**src/rtl/muldiv_pkg.sv**
```systemverilog
`default_nettype none
// muldiv_pkg: op codes, FSM states and iteration count shared by the
// multiply/divide unit.
package muldiv_pkg;

  localparam logic [2:0] OP_MULT  = 3'd0;
  localparam logic [2:0] OP_MULTU = 3'd1;
  localparam logic [2:0] OP_DIV   = 3'd2;
  localparam logic [2:0] OP_DIVU  = 3'd3;
  localparam logic [2:0] OP_MTHI  = 3'd4;
  localparam logic [2:0] OP_MTLO  = 3'd5;

  localparam int ITER_COUNT = 32;

  typedef enum logic [1:0] {
    IDLE = 2'd0,
    RUN  = 2'd1,
    FIX  = 2'd2
  } state_e;

endpackage
`default_nettype wire

```
**src/rtl/muldiv_iter.sv**
```systemverilog
`default_nettype none
// muldiv_iter: one radix-2 step, shift-add multiply (mode_i=0) or
// restoring divide (mode_i=1, only with MULDIV_DIV_EN). Combinational.
module muldiv_iter #(
  parameter int WIDTH = 32
) (
  input  logic [2*WIDTH-1:0] acc_i,
  input  logic [WIDTH-1:0]   opnd_i,
  input  logic               mode_i,
  output logic [2*WIDTH-1:0] acc_o,
  output logic               q_o
);

  logic [WIDTH:0]     sum;
  logic [2*WIDTH-1:0] mul_next;

  // Upper half accumulates the multiplicand; carry shifts in on the right-shift.
  always_comb begin
    sum      = {1'b0, acc_i[2*WIDTH-1:WIDTH]} + {1'b0, (acc_i[0] ? opnd_i : {WIDTH{1'b0}})};
    mul_next = {sum, acc_i[WIDTH-1:1]};
  end

`ifdef MULDIV_DIV_EN
  logic [WIDTH:0]     diff;
  logic               q_bit;
  logic [2*WIDTH-1:0] div_next;

  // The shifted partial remainder needs one extra bit before the trial subtract.
  always_comb begin
    diff     = acc_i[2*WIDTH-1:WIDTH-1] - {1'b0, opnd_i};
    q_bit    = ~diff[WIDTH];
    div_next = {(q_bit ? diff[WIDTH-1:0] : acc_i[2*WIDTH-2:WIDTH-1]),
                acc_i[WIDTH-2:0], 1'b0};
    acc_o    = mode_i ? div_next : mul_next;
    q_o      = mode_i & q_bit;
  end
`else
  logic unused_mode;
  assign unused_mode = mode_i;

  always_comb begin
    acc_o = mul_next;
    q_o   = 1'b0;
  end
`endif

endmodule
`default_nettype wire

```
**src/rtl/muldiv_unit.sv**
```systemverilog
`default_nettype none
// muldiv_unit: iterative MIPS MULT/MULTU/DIV/DIVU with HI/LO and MTHI/MTLO.
// Define MULDIV_DIV_EN to build the divider; otherwise DIV/DIVU are reserved.
module muldiv_unit
  import muldiv_pkg::*;
#(
  parameter int WIDTH = 32
) (
  input  logic             clk,
  input  logic             reset,
  input  logic             start,
  input  logic [2:0]       op,
  input  logic [WIDTH-1:0] a,
  input  logic [WIDTH-1:0] b,
  output logic             busy,
  output logic             done,
  output logic [WIDTH-1:0] hi,
  output logic [WIDTH-1:0] lo
);

  state_e             state_q;
  logic [4:0]         cnt_q;
  logic [2*WIDTH-1:0] acc_q, acc_d, iter_acc;
  logic               iter_q;
  logic [WIDTH-1:0]   opnd_q, hi_q, lo_q;
  logic               mode_q, neg_q, busy_q, done_q;
`ifdef MULDIV_DIV_EN
  logic               rneg_q, divz_q;
`endif

  logic               is_mul, is_div, is_sgn;
  logic [WIDTH-1:0]   a_mag, b_mag, fix_hi, fix_lo;
  logic [2*WIDTH-1:0] prod;

  always_comb begin
    is_mul = (op == OP_MULT) || (op == OP_MULTU);
`ifdef MULDIV_DIV_EN
    is_div = (op == OP_DIV) || (op == OP_DIVU);
    is_sgn = (op == OP_MULT) || (op == OP_DIV);
`else
    is_div = 1'b0;
    is_sgn = (op == OP_MULT);
`endif
    a_mag = (is_sgn && a[WIDTH-1]) ? -a : a;
    b_mag = (is_sgn && b[WIDTH-1]) ? -b : b;
  end

  muldiv_iter #(.WIDTH(WIDTH)) u_iter (
    .acc_i  (acc_q),
    .opnd_i (opnd_q),
    .mode_i (mode_q),
    .acc_o  (iter_acc),
    .q_o    (iter_q)
  );

  assign acc_d = {iter_acc[2*WIDTH-1:1], iter_acc[0] | iter_q};

  always_comb begin
    prod   = neg_q ? -acc_q : acc_q;
    fix_hi = prod[2*WIDTH-1:WIDTH];
    fix_lo = prod[WIDTH-1:0];
`ifdef MULDIV_DIV_EN
    // Divide by zero forces an all-ones quotient; the remainder already equals a.
    if (mode_q) begin
      fix_hi = rneg_q ? -acc_q[2*WIDTH-1:WIDTH] : acc_q[2*WIDTH-1:WIDTH];
      fix_lo = divz_q ? {WIDTH{1'b1}} : (neg_q ? -acc_q[WIDTH-1:0] : acc_q[WIDTH-1:0]);
    end
`endif
  end

  always_ff @(posedge clk or posedge reset) begin
    if (reset) begin
      state_q <= IDLE;
      cnt_q   <= '0;
      acc_q   <= '0;
      opnd_q  <= '0;
      mode_q  <= 1'b0;
      neg_q   <= 1'b0;
      hi_q    <= '0;
      lo_q    <= '0;
      busy_q  <= 1'b0;
      done_q  <= 1'b0;
`ifdef MULDIV_DIV_EN
      rneg_q  <= 1'b0;
      divz_q  <= 1'b0;
`endif
    end else begin
      done_q <= 1'b0;
      case (state_q)
        IDLE: begin
          if (start) begin
            if (is_mul || is_div) begin
              state_q <= RUN;
              busy_q  <= 1'b1;
              cnt_q   <= '0;
              acc_q   <= {{WIDTH{1'b0}}, a_mag};
              opnd_q  <= b_mag;
              mode_q  <= is_div;
              neg_q   <= is_sgn & (a[WIDTH-1] ^ b[WIDTH-1]);
`ifdef MULDIV_DIV_EN
              rneg_q  <= is_sgn & a[WIDTH-1];
              divz_q  <= (b == '0);
`endif
            end else if (op == OP_MTHI) begin
              hi_q   <= a;
              done_q <= 1'b1;
            end else if (op == OP_MTLO) begin
              lo_q   <= a;
              done_q <= 1'b1;
            end
          end
        end
        RUN: begin
          acc_q <= acc_d;
          cnt_q <= cnt_q + 5'd1;
          if (cnt_q == 5'(ITER_COUNT - 1)) state_q <= FIX;
        end
        FIX: begin
          hi_q    <= fix_hi;
          lo_q    <= fix_lo;
          busy_q  <= 1'b0;
          done_q  <= 1'b1;
          state_q <= IDLE;
        end
        default: state_q <= IDLE;
      endcase
    end
  end

  assign busy = busy_q;
  assign done = done_q;
  assign hi   = hi_q;
  assign lo   = lo_q;

endmodule
`default_nettype wire

```
**config.mk**
```make
export PLATFORM = sky130hd
export DESIGN_NAME = muldiv_unit
export DESIGN_NICKNAME = d
export VERILOG_FILES = /design/src/rtl/muldiv_pkg.sv /design/src/rtl/muldiv_iter.sv /design/src/rtl/muldiv_unit.sv
export SDC_FILE = /design/constraint.sdc
export NUM_CORES = 1
export LEC_CHECK = 0
export CAP_MARGIN = 20
export CORE_MARGIN = 10
export CORE_UTILIZATION = 55
export CTS_BUF_LIST = sky130_fd_sc_hd__clkbuf_4 sky130_fd_sc_hd__clkbuf_8 sky130_fd_sc_hd__clkbuf_16
export CTS_CLUSTER_DIAMETER = 40
export DETAILED_ROUTE_END_ITERATION = 10
export PLACE_DENSITY = 0.78
export SYNTH_ARGS = -nofsm -noshare
export SYNTH_HDL_FRONTEND = slang
export SYNTH_HIERARCHICAL = 1
export SYNTH_SLANG_ARGS = --single-unit
```
**constraint.sdc**
```tcl
create_clock -name clk -period 6.8 [get_ports clk]
set_clock_uncertainty 0.2 [all_clocks]
set_input_delay 1.36 -clock clk [delete_from_list [all_inputs] [get_ports clk]]
set_output_delay 1.36 -clock clk [all_outputs]
set_load 0.03 [all_outputs]
```
======== After elaboration in Yosys (flattened, before gate mapping) ========
Cells that the tools add are included.
storage, ports and cells
  register bits after elaboration ......... 170
  latch bits .............................. 0
  memory bits (writable) .................. 0
  bits in read-only memories .............. 0
  input port bits ......................... 70
  output and inout bits ................... 66
  word-level logic and storage cells ...... 73
  memories kept ........................... 0
operators by class
  $add $sub $neg .......................... 5
  multiply operators ...................... 0
  div/mod/pow operators ................... 0
  magnitude comparators ................... 0
  eq/ne operators ......................... 13
  shift-type cells ........................ 0
  muxes and demuxes ....................... 31
  bitwise gates (word level) .............. 2
  reduce and logical (&&, ||, !) cells .... 13
operators by type and width
  operator               number
  $mux W32               10
  $mux W64               3
  $pmux W32 S2           2
  $pmux W64 S2           1
  $neg A32 Y32           2
  $neg A64 Y64           1
  $add A32 B32 Y33       1
  $ne A2 B2 Y1 const B   7
  $reduce_and A3 Y1      4
  $mux W5                2
  $pmux W5 S2            1
  $eq A3 B3 Y1 const B   2
  $mux W1                6
  $mux W2                3
  $add A5 B1 Y5 const B  1
  $eq A5 B5 Y1 const B   1
  $reduce_and A5 Y1      1
  $pmux W1 S2            2
  $pmux W2 S2            1
  $reduce_and A4 Y1      1
  $reduce_bool A2 Y1     2
  $eq A3 B1 Y1 const B   1
  $logic_not A3 Y1       1
  $eq A2 B1 Y1 const B   1
  6 further kinds        7

======== Longest topological paths before layout ========
  depth after elaboration ................. 6
  depth in mapped cells ................... 11
  depth with buffers taken out ............ 10

======== Cells and area by module ========
Netlist, hierarchy kept.
by module, submodules not included
  module       times used  cells each  area an instance (um^2)  seq. area each (um^2)
  muldiv_unit  1           1111        9868.2                   4254.1
  muldiv_iter  1           355         2439.8                   0.0

======== Worst setup path after synthesis ========
Ideal clock, no wire load.
  path kind ............................... in2reg
  start ................................... input a[11]
  end ..................................... register acc_q[26]
  setup time .............................. 0.094 ns
  arrival ................................. 3.400 ns
  data required time ...................... 6.506 ns
  setup slack ............................. 3.106 ns
  cell stages on the path ................. 6
  path buffers ............................ 0
  cells stage by stage .................... or4_1 or3_1 nor4_1 nand2_1 mux2i_1 a211oi_1
on the way
  word-level cells in the longest chain between the ends .. 5
ends and longest elaborated chain
  what                    RTL line           RTL
  start: declaration      muldiv_unit.sv:13  input logic [WIDTH-1:0] a,
  $neg A32 Y32            muldiv_unit.sv:44  a_mag = (is_sgn && a[WIDTH-1]) ? -a : a;
  $mux W32                muldiv_unit.sv:44
  $mux W64                muldiv_unit.sv:92  if (is_mul || is_div) begin
  $mux W64                muldiv_unit.sv:91  if (start) begin
  $pmux W64 S2            muldiv_unit.sv:89  case (state_q)
  end signal: assignment  muldiv_unit.sv:96  acc_q <= {{WIDTH{1'b0}}, a_mag};
  end: declaration        muldiv_unit.sv:23  logic [2*WIDTH-1:0] acc_q, acc_d, iter_acc;
No other way between the ends. The select of a mux whose other input is x is not followed.
A chain may end at the register's enable or synchronous reset.

======== Worst setup path in the final report ========
  start ................................... input a[9]
  end ..................................... register acc_q[25]
The elaborated chain is that of the path after synthesis.

==> impl_metrics.json <==
{
  "status": "finished clean",
  "grt_max_degree": 81,
  "antenna_found_initial": 1,
  "ctsHoldBuffers": 0,
  "fmax_mhz": 238.4,
  "grt_pass1_wl_um": 61890,
  "syn_inst": 1465,
  "cp-end-kind": "flop",
  "worst_pin_slew_ns": 0.9901,
  "cp.required_ns": 6.91,
  "floorplan.rows": 54,
  "fin_cells": 1808,
  "drt-vias-per-instance": 6.608,
  "p_per_area_nw_per_um2": 389.1,
  "hp-class": "flop to flop",
  "track_usage_pct": 26.74,
  "clkPwrFrac_pct": 18.8,
  "timing.final.crit_share_pct": 61.67,
  "slowest_stage": "nor3_1",
  "io_buffer_count": 135,
  "slew_headroom_pct": 33.48,
  "drc": 0,
  "internal-power_mw": 3.066,
  "wl_um": 39370,
  "fin_crit_ns": 4.194,
  "post_cts_buffers": 0,
  "numCtsBuffers": 17,
  "r2r.worst_path.cells": 10,
  "cp_max_fo": 6,
  "dieArea_um2": 28750,
  "finalHoldViolCount": 0,
  "dr.first_iter.drc_count": 1494,
  "drtAntennaViolNets": 0,
  "clock_latency_ns": 0.44,
  "hpwl_um": 28710,
  "pwr-share-comb_pct": 47.7,
  "swShare_pct": 44.42,
  "synth_warnings": 6,
  "grt_pass1_vias": 11070,
  "cellLeakagePower_nw": 5.800,
  "postCtsResizedCells": 0,
  "dp_cells": 1774,
  "r2r_start": "acc_q[0]$_DFFE_PP0P_",
  "ir_worst_vdd_uv": 186.4,
  "crit_path_start": "a[9]",
  "gp_congestion": 0.9993,
  "fin_ws_ns": 2.606,
  "pre_cts_slack_ns": 2.142,
  "fillers": 1883,
  "mappedNetlistArea_um2": 12300,
  "die-width_um": 169.6,
  "slowest_delay_ns": 0.80,
  "die_h_um": 169.6,
  "worstHoldStart": "opnd_q[31]$_DFFE_PP0P_",
  "drive_above_1_share_pct": 5.632,
  "tns_ns": 0,
  "coreArea_um2": 21890,
  "first_pass_iters": 7,
  "htreeDepth": 4,
  "ios": 136,
  "arrival_ns": 4.31,
  "netSwitchingPower_mw": 2.451,
  "rsz0062_at_grt": "false",
  "wl_per_cell_um": 21.77,
  "path_cells": "clkdlybuf4s50_1 -> or4_1 -> or3_1 -> nor3_1 -> a2111oi_0 -> a41oi_1 -> nand3_1",
  "total_power_mw": 5.517,
  "postSynthAreaPerCell_um2": 8.399,
  "initial_core_util_pct": 56.21,
  "fin_nets": 1622,
  "cts_tree": "done",
  "syn_to_final_growth_pct": 15.25,
  "setup_viol": 0,
  "cts.sinks": 170,
  "sequentialPowerShare_pct": 33.6,
  "synthesis.nets": 1573,
  "critPathTopFamily": "simple AND/OR/NAND/NOR gates",
  "via_count": 11950,
  "cp_num_buf_inv": 1,
  "grt_overflow_total": 0,
  "hold-path-cell-count": 2,
  "cp_num_cells": 7,
  "whs_ns": 0.2687,
  "slew_violations": 0,
  "cp-start-kind": "primary input",
  "cap_violations": 0,
  "setup.worst_path.class": "primary input to flop",
  "clock_path_buffers": 2,
  "clkSlewWorstSetupHoldPaths_ns": 0.07,
  "root_buffer": "clkbuf_16"
}
==> stage by stage <==
stage | instance area, µm² | utilization (%)
5_1_grt | 14180 | 64.78
2_1_floorplan | 12300 | -
6_report | 14180 | 64.78
3_3_place_gp | 13560 | 61.94
4_1_cts | 14170 | 64.75
3_5_place_dp | 13560 | 61.94
==> power groups by stage <==
stage / logic [mW] / registers, mW / clock network, mW
floorplan: 1.87 / 1.83 / 0
CTS: 2.58 / 1.83 / 1.04
global route: 2.87 / 1.89 / 1.08
global placement: 2.50 / 1.83 / 0
finish: 2.63 / 1.85 / 1.04
detailed placement: 2.56 / 1.85 / 0
==> layout make-up <==
| type | instances | area (µm²) | share of cell area (%) |
|---|---|---|---|
| Timing Repair Buffer | 148 | 1446 | 10.20 |
| Clock inverter | 13 | 167.7 | 1.182 |
| Multi-Input combinational cell | 1154 | 7422 | 52.34 |
| Antenna cell | 1 | 2.502 | 0.01765 |
| Sequential cell | 170 | 4254 | 30.00 |
| Clock buffer | 19 | 446.7 | 3.150 |
| Tap cell | 280 | 350.3 | 2.470 |
| Inverter | 23 | 91.34 | 0.6441 |
==> worst min-delay path: cells and delay by family, from the launching register on <==
kind	cells	cell delay [ns]
flip-flops	1	0.34
AND/OR/NAND/NOR	2	0.10
==> registers in the layout (all words and copies together), names as in the netlist <==
| signal | count |
|---|---|
| acc_q | 64 |
| hi | 32 |
| lo | 32 |
| opnd_q | 32 |
| cnt_q | 5 |
| state_q | 2 |
| busy | 1 |
| done | 1 |
| neg_q | 1 |
==> cells in the final DEF (no fill, tap or decap), types with 38 or more instances in the layout <==
master           count
nor2_1             124
and2_1              38
nor3_1              43
a21oi_1             92
nand2_1            138
xnor2_1             64
a22o_1              42
dfrtp_1            170
o21ai_0            139
xor2_1              51
clkdlybuf4s50_1    135
==> layer usage <==
metal / up-vias / share of wire (%) / track usage [%]
li1: 5480 / - / -
met1: 5610 / 42 / 37.00
met2: 756 / 42 / 39.49
met3: 102 / 12 / 6.971
met4: 0 / 3.4 / 9.568
met5: - / 0 / 0
==> final timing paths <==
| check | slack (ns) | to |
|---|---|---|
| worst max register to register | 2.80 | acc_q[55]$_DFFE_PP0P_ |
| min in group asynchronous | 1.19 | cnt_q[1]$_DFFE_PP0P_ |
| worst min register to register | 0.27 | opnd_q[31]$_DFFE_PP0P_ |
| worst min-delay path | 0.27 | opnd_q[31]$_DFFE_PP0P_ |
| max in group asynchronous | 4.03 | lo[2]$_DFFE_PP0P_ |
| worst max-delay path | 2.61 | acc_q[25]$_DFFE_PP0P_ |
Power figures use the tool's default switching activity.
